## config.mk

```make
export PLATFORM = sky130hd
export DESIGN_NAME = lpc_io_target
export DESIGN_NICKNAME = d
export VERILOG_FILES = /design/src/rtl/lpc_pkg.sv /design/src/rtl/lpc_io_target.sv
export SDC_FILE = /design/constraint.sdc
export NUM_CORES = 1
export LEC_CHECK = 0
export ABC_AREA = 1
export BUFFER_PORTS_ARGS = -buffer_cell sky130_fd_sc_hd__clkbuf_2
export CELL_PAD_IN_SITES_DETAIL_PLACEMENT = 1
export CELL_PAD_IN_SITES_GLOBAL_PLACEMENT = 1
export CORE_UTILIZATION = 40
export DETAILED_ROUTE_END_ITERATION = 8
export PLACE_DENSITY_LB_ADDON = 0.1
export SLEW_MARGIN = 20
export SYNTH_ARGS = -nofsm -noshare
export SYNTH_HDL_FRONTEND = slang
export SYNTH_SLANG_ARGS = --single-unit
```

## constraint.sdc

```tcl
create_clock -name LpcClock -period 1.4 [get_ports LpcClock]
set_input_delay 0.21 -clock LpcClock [delete_from_list [all_inputs] [get_ports LpcClock]]
set_output_delay 0.21 -clock LpcClock [all_outputs]
set_load 0.05 [all_outputs]
```

## src/rtl/lpc_pkg.sv

```systemverilog
// ---------------------------------------------------------------------------
// lpc_pkg
// Shared definitions for the LPC I/O-cycle target: the FSM state encoding,
// the LPC cycle-type nibbles the target claims, SYNC codes and the START
// nibble.
// ---------------------------------------------------------------------------
package lpc_pkg;

  // FSM states. LPC_SWAIT is only reachable when LPC_SYNC_WAIT_EN is defined.
  typedef enum logic [3:0] {
    LPC_IDLE    = 4'd0,
    LPC_CYCTYPE = 4'd1,
    LPC_ADDR    = 4'd2,
    LPC_WDATA   = 4'd3,
    LPC_HTAR    = 4'd4,
    LPC_SWAIT   = 4'd5,
    LPC_SYNC    = 4'd6,
    LPC_RDATA   = 4'd7,
    LPC_PTAR    = 4'd8
  } lpc_state_e;

  localparam logic [3:0] LPC_START      = 4'h0;
  localparam logic [3:0] LPC_CT_IO_RD   = 4'h0;
  localparam logic [3:0] LPC_CT_IO_WR   = 4'h2;
  localparam logic [3:0] LPC_SYNC_READY = 4'h0;
  localparam logic [3:0] LPC_SYNC_SHORT = 4'h5;
  localparam logic [3:0] LPC_LAD_IDLE   = 4'hF;

endpackage

```

## src/rtl/lpc_io_target.sv

```systemverilog
// ---------------------------------------------------------------------------
// lpc_io_target
// LPC I/O-cycle target. Decodes host I/O read/write cycles on LAD/LFRAME#
// that fall inside a 2**WIN_BITS byte window at BASE_ADDR and turns them into
// byte-wide register-file strobes; read data is returned on LAD.
//
// Optional feature: define LPC_SYNC_WAIT_EN to insert one short-wait SYNC
// (LAD=5) before the ready SYNC; all later phases shift by one clock.
//
// Ports
//   LpcClock  in   LPC clock, all logic on the rising edge
//   PciReset  in   asynchronous active-high reset
//   LpcFrame  in   LFRAME#, active low
//   LadIn     in   LAD[3:0] as sampled from the pins
//   LadOut    out  LAD value driven by the target (F when not driving)
//   LadOe     out  LAD output enable
//   RdData    in   register-file read data for the current Addr
//   Addr      out  register offset {3'b0, addr[4:0]}, held between cycles
//   Wr        out  one-cycle write strobe, only ever in the ready SYNC cycle
//   DataWr    out  write data, valid while Wr is high
//   DbgState  out  current FSM state
//
// Handshake: the target has no valid/ready pair; the host owns LAD except in
// SYNC/RDATA/PTAR. A cycle is "claimed" only when the cycle type is an I/O
// read/write and the address hits the window; otherwise LAD is never driven.
// All LAD outputs are registered: a value the host samples at edge N was
// launched at edge N-1.
// ---------------------------------------------------------------------------
module lpc_io_target
  import lpc_pkg::*;
#(
  parameter logic [15:0] BASE_ADDR = 16'h0800,
  parameter int          WIN_BITS  = 5
) (
  input  logic       LpcClock,
  input  logic       PciReset,
  input  logic       LpcFrame,
  input  logic [3:0] LadIn,
  output logic [3:0] LadOut,
  output logic       LadOe,
  input  logic [7:0] RdData,
  output logic [7:0] Addr,
  output logic       Wr,
  output logic [7:0] DataWr,
  output lpc_state_e DbgState
);

  localparam logic [15:0] WIN_MASK = 16'((32'd1 << WIN_BITS) - 32'd1);

  lpc_state_e  state_q, state_n;
  logic [1:0]  cnt_q, cnt_n;
  logic [11:0] addr_sh_q, addr_sh_n;
  logic        is_wr_q, is_wr_n;
  logic [7:0]  data_q, data_n;
  logic [7:0]  rd_byte_q, rd_byte_n;
  logic [7:0]  addr_q, addr_n;
  logic [3:0]  lad_out_q, lad_out_n;
  logic        lad_oe_q, lad_oe_n;
  logic        wr_q, wr_n;

  // Full address as seen on the last ADDR edge (three shifted nibbles plus
  // the nibble on the pins right now).
  logic [15:0] addr_full;
  logic        addr_hit;

  assign addr_full = {addr_sh_q, LadIn};
  assign addr_hit  = ((addr_full ^ BASE_ADDR) & ~WIN_MASK) == 16'h0000;

  always_ff @(posedge LpcClock or posedge PciReset) begin
    if (PciReset) begin
      state_q   <= LPC_IDLE;
      cnt_q     <= 2'd0;
      addr_sh_q <= 12'h000;
      is_wr_q   <= 1'b0;
      data_q    <= 8'h00;
      rd_byte_q <= 8'h00;
      addr_q    <= 8'h00;
      lad_out_q <= LPC_LAD_IDLE;
      lad_oe_q  <= 1'b0;
      wr_q      <= 1'b0;
    end else begin
      state_q   <= state_n;
      cnt_q     <= cnt_n;
      addr_sh_q <= addr_sh_n;
      is_wr_q   <= is_wr_n;
      data_q    <= data_n;
      rd_byte_q <= rd_byte_n;
      addr_q    <= addr_n;
      lad_out_q <= lad_out_n;
      lad_oe_q  <= lad_oe_n;
      wr_q      <= wr_n;
    end
  end

  always_comb begin
    state_n   = state_q;
    cnt_n     = cnt_q;
    addr_sh_n = addr_sh_q;
    is_wr_n   = is_wr_q;
    data_n    = data_q;
    rd_byte_n = rd_byte_q;
    addr_n    = addr_q;
    // Outputs default to "not driving": this alone implements the abort
    // rule, since any LFRAME# low edge lands in the first branch below.
    lad_out_n = LPC_LAD_IDLE;
    lad_oe_n  = 1'b0;
    wr_n      = 1'b0;

    if (!LpcFrame) begin
      // START detection (also abort from any state). While LFRAME# stays
      // low the most recent nibble decides whether we are armed.
      cnt_n   = 2'd0;
      state_n = (LadIn == LPC_START) ? LPC_CYCTYPE : LPC_IDLE;
    end else begin
      case (state_q)
        LPC_IDLE: begin
          state_n = LPC_IDLE;
        end

        LPC_CYCTYPE: begin
          cnt_n = 2'd0;
          if (LadIn == LPC_CT_IO_RD) begin
            is_wr_n = 1'b0;
            state_n = LPC_ADDR;
          end else if (LadIn == LPC_CT_IO_WR) begin
            is_wr_n = 1'b1;
            state_n = LPC_ADDR;
          end else begin
            state_n = LPC_IDLE;
          end
        end

        LPC_ADDR: begin
          addr_sh_n = {addr_sh_q[7:0], LadIn};
          cnt_n     = cnt_q + 2'd1;
          if (cnt_q == 2'd3) begin
            cnt_n = 2'd0;
            if (addr_hit) begin
              // Addr only moves on a claimed cycle so it holds otherwise.
              addr_n  = addr_full[7:0] & WIN_MASK[7:0];
              state_n = is_wr_q ? LPC_WDATA : LPC_HTAR;
            end else begin
              state_n = LPC_IDLE;
            end
          end
        end

        LPC_WDATA: begin
          if (cnt_q == 2'd0) begin
            data_n[3:0] = LadIn;
            cnt_n       = 2'd1;
          end else begin
            data_n[7:4] = LadIn;
            cnt_n       = 2'd0;
            state_n     = LPC_HTAR;
          end
        end

        LPC_HTAR: begin
          if (cnt_q == 2'd0) begin
            cnt_n = 2'd1;
          end else begin
            cnt_n    = 2'd0;
            lad_oe_n = 1'b1;
`ifdef LPC_SYNC_WAIT_EN
            state_n   = LPC_SWAIT;
            lad_out_n = LPC_SYNC_SHORT;
`else
            state_n   = LPC_SYNC;
            lad_out_n = LPC_SYNC_READY;
            wr_n      = is_wr_q;
`endif
          end
        end

        LPC_SWAIT: begin
          state_n   = LPC_SYNC;
          lad_oe_n  = 1'b1;
          lad_out_n = LPC_SYNC_READY;
          wr_n      = is_wr_q;
        end

        LPC_SYNC: begin
          cnt_n    = 2'd0;
          lad_oe_n = 1'b1;
          if (is_wr_q) begin
            state_n   = LPC_PTAR;
            lad_out_n = LPC_LAD_IDLE;
          end else begin
            // Capture at the end of SYNC; low nibble goes out immediately.
            rd_byte_n = RdData;
            lad_out_n = RdData[3:0];
            state_n   = LPC_RDATA;
          end
        end

        LPC_RDATA: begin
          lad_oe_n = 1'b1;
          if (cnt_q == 2'd0) begin
            cnt_n     = 2'd1;
            lad_out_n = rd_byte_q[7:4];
          end else begin
            cnt_n     = 2'd0;
            lad_out_n = LPC_LAD_IDLE;
            state_n   = LPC_PTAR;
          end
        end

        LPC_PTAR: begin
          // First PTAR cycle (F, driven) was launched on entry; here we
          // launch the released second cycle, then return to IDLE.
          if (cnt_q == 2'd0) begin
            cnt_n = 2'd1;
          end else begin
            cnt_n   = 2'd0;
            state_n = LPC_IDLE;
          end
        end

        default: begin
          cnt_n   = 2'd0;
          state_n = LPC_IDLE;
        end
      endcase
    end
  end

  assign LadOut   = lad_out_q;
  assign LadOe    = lad_oe_q;
  assign Addr     = addr_q;
  assign Wr       = wr_q;
  assign DataWr   = data_q;
  assign DbgState = state_q;

endmodule

```

==> flow_metrics.env <==
export IMPL_fmax_mhz=714.0
export IMPL_clk_path_buf_depth=2
export IMPL_multiInputGateArea_um2=877.1
export IMPL_end_kind="flop"
export IMPL_drtIter0Drc=72
export IMPL_hold_class="in -> reg"
export IMPL_post_synth_cell_area_avg_um2=8.742
export IMPL_synth_top_area_share_pct=47.92
export IMPL_start_util_pct=41.74
export IMPL_worstPathMaxFanout=8
export IMPL_drc=0
export IMPL_placementRows=25
export IMPL_wl_per_cell_um=14.56
export IMPL_seq_area_um2=1061
export IMPL_min_period_ns=1.401
export IMPL_clkSinkCount=42
export IMPL_cts_tree="done"
export IMPL_yosysWarningCount=0
export IMPL_netlist_area_um2=1984
export IMPL_core_um2=4755
export IMPL_setup_viol=1
export IMPL_rsz0062_at_grt="yes"
export IMPL_p_leak_nw=1.377
export IMPL_drive_above_1_share_pct=40.07
export IMPL_nFillCells=593
export IMPL_slew_viol_final=0
export IMPL_worstSkewPairLatency_ns=0.31
export IMPL_layout_setup_ws_ns=-0.0006004
export IMPL_area_growth_syn_to_layout_pct=31.59
export IMPL_ys_seq_area_share_pct=53.22
export IMPL_final_cell_mix="52 x nand2_1, 35 x clkbuf_2, 34 x dfrtp_1, 26 x o21ai_0, 24 x inv_1"
export IMPL_clk_pin_slew_ns=0.08
export IMPL_ant_nets=0
export IMPL_layout_nets=308
export IMPL_fin_crit_sh_pct=100.0
export IMPL_violations="setup timing"
export IMPL_antenna_found_initial=0
export IMPL_grt_first_pass_wirelength_um=8059
export IMPL_yosys_area_top_type="dfrtp_1"
export IMPL_finalHoldViolations=0
export IMPL_die_h_um=72.44
export IMPL_dr_pass1_iters=4
export IMPL_cts_buffers=5
export IMPL_cp_arrival_ns=1.59
export IMPL_final_common_cell="nand2_1"
export IMPL_drt_total_wl_um=5227
export IMPL_dp_cells=343
export IMPL_cts_root_buf="clkbuf_8"
export IMPL_dieWidth_um=72.44
export IMPL_drv_cap=0
export IMPL_netlist_cell_type_count=29
export IMPL_finalPower_mw=2.239
export IMPL_synthTopCellsByArea="dfrtp_1 48%, nand2_1 11%, o21ai_0 7.6%, dfstp_2 5.3%, inv_1 5.1%"
export IMPL_final_cells=359
export IMPL_cp_required_ns=1.59
export IMPL_die_area_um2=5247
export IMPL_cts_htree_levels=2
export IMPL_gp_congestion=0.8561
export IMPL_power_density_nw_per_um2=857.3
export IMPL_vias_per_cell=4.783
export IMPL_irDropWorstVdd_uv=416.6
export IMPL_grt_max_degree=43
export IMPL_ys_seq_elements=42
export IMPL_startpoint_type="flop"
export IMPL_dp_hpwl_um=3725
export IMPL_netlist_instances=227
export IMPL_fin_worst_skew_ns=0.01034
export IMPL_io_pins=41
export IMPL_vias=1717
export IMPL_gr_total_overflow=0
export IMPL_outcome="complete, but fails checks"
export IMPL_numPortBuffers=37
export IMPL_diodes=0
export IMPL_grt_usage_pct=20.92
export IMPL_crit_type="reg -> reg"
export IMPL_grt_pass1_vias=1734
-- cells by family after synthesis --
group | count (synthesis) | share of synthesized area [%]
AND/OR/NAND/NOR | 100 | 23.46
buffers and inverters | 35 | 7.692
adder cells (fa/ha/maj) | 2 | 1.261
flip-flops | 42 | 53.22
other | 1 | 0.1890
AO/OA/AOI/OAI | 47 | 14.19
-- Yosys cell counts, drive strengths merged --
master / instances
a21oi: 6
a22o: 1
buf: 6
conb: 1
dfrtp: 38
dfstp: 4
ha: 2
inv: 29
nand2: 60
nand3: 14
nand4: 1
nor2: 22
nor3: 2
nor4: 1
o211ai: 1
o21ai: 38
o31ai: 1
-- power by group --
part           switching (mW)  internal (mW)  total [mW]  leakage [nW]
registers              0.0169           1.23        1.25         0.537
logic                   0.101         0.0470       0.148         0.793
clock network           0.443          0.397       0.840        0.0472
total                   0.561           1.68        2.24          1.38
-- sequential cells by signal (all words and copies together) (netlist names) --
name	cells
addr_sh_q	12
DataWr	8
Addr	5
DbgState	4
LadOut	4
rd_byte_q	4
cnt_q	2
LadOe	1
Wr	1
is_wr_q	1
-- worst max-delay path, stage by stage (launching register included) --
cell and delay (ns):
dfrtp_2 0.49, buf_4 0.17, o31ai_1 0.42, nor2_4 0.09, nand2_1 0.07, o21ai_1 0.06
-- metal layers --
metal / vias up / GRT usage (%) / wire length [µm]
li1: 848 / - / -
met1: 836 / 24.75 / 2316
met2: 27 / 36.76 / 2698
met3: 6 / 4.583 / 129
met4: 0 / 8.497 / 82
met5: - / 0 / 0
-- final timing paths --
| check | startpoint | endpoint | slack (ns) | cells past startpoint |
|---|---|---|---|---|
| worst max-delay path | DbgState[0] | DbgState[3] | -0.0006 | 5 |
| worst min-delay path | RdData[5] | rd_byte_q[5] | 0.12 | 3 |
| worst max register to register | DbgState[0] | DbgState[3] | -0.0006 | 5 |
| worst min register to register | rd_byte_q[7] | rd_byte_q[7] | 0.48 | 2 |
| max in group asynchronous | PciReset | LadOut[2] | 0.63 | 4 |
| min in group asynchronous | PciReset | addr_sh_q[11] | 0.48 | 4 |
-- cell type report --
| type | instances | share of cell area [%] |
|---|---|---|
| Sequential cell | 42 | 40.63 |
| Tap cell | 67 | 3.210 |
| Clock inverter | 2 | 0.4792 |
| Timing Repair Buffer | 61 | 14.66 |
| Multi-Input combinational cell | 152 | 33.59 |
| Inverter | 29 | 4.265 |
| Clock buffer | 6 | 3.162 |
-- what timing repair did --
action                                  in CTS  in global routing
setup buffers                                0                  7
hold buffers                                 1                  0
endpoints found under the hold margin       38                  0
gates cloned                                 0                  0
endpoints found under the setup margin      12                 26
pin swaps                                    0                  8
resized for setup                            7                 25
-- per-stage QoR --
step	utilization [%]	area, µm²	setup TNS [ns]	hold slack [ns]	worst slack, ns
after floorplan	-	2006	-0.3229	0.3269	-0.03839
after detailed placement	49.58	2357	-0.07257	0.2693	-0.01845
after global routing	54.92	2611	-0.7043	0.1379	-0.07603
after global placement	49.58	2357	-0.006465	0.2702	-0.005062
final	54.92	2611	-0.0006004	0.1168	-0.0006004
after CTS	52.47	2495	-0.009904	0.1260	-0.009060
(Power assumes the default switching activity.)
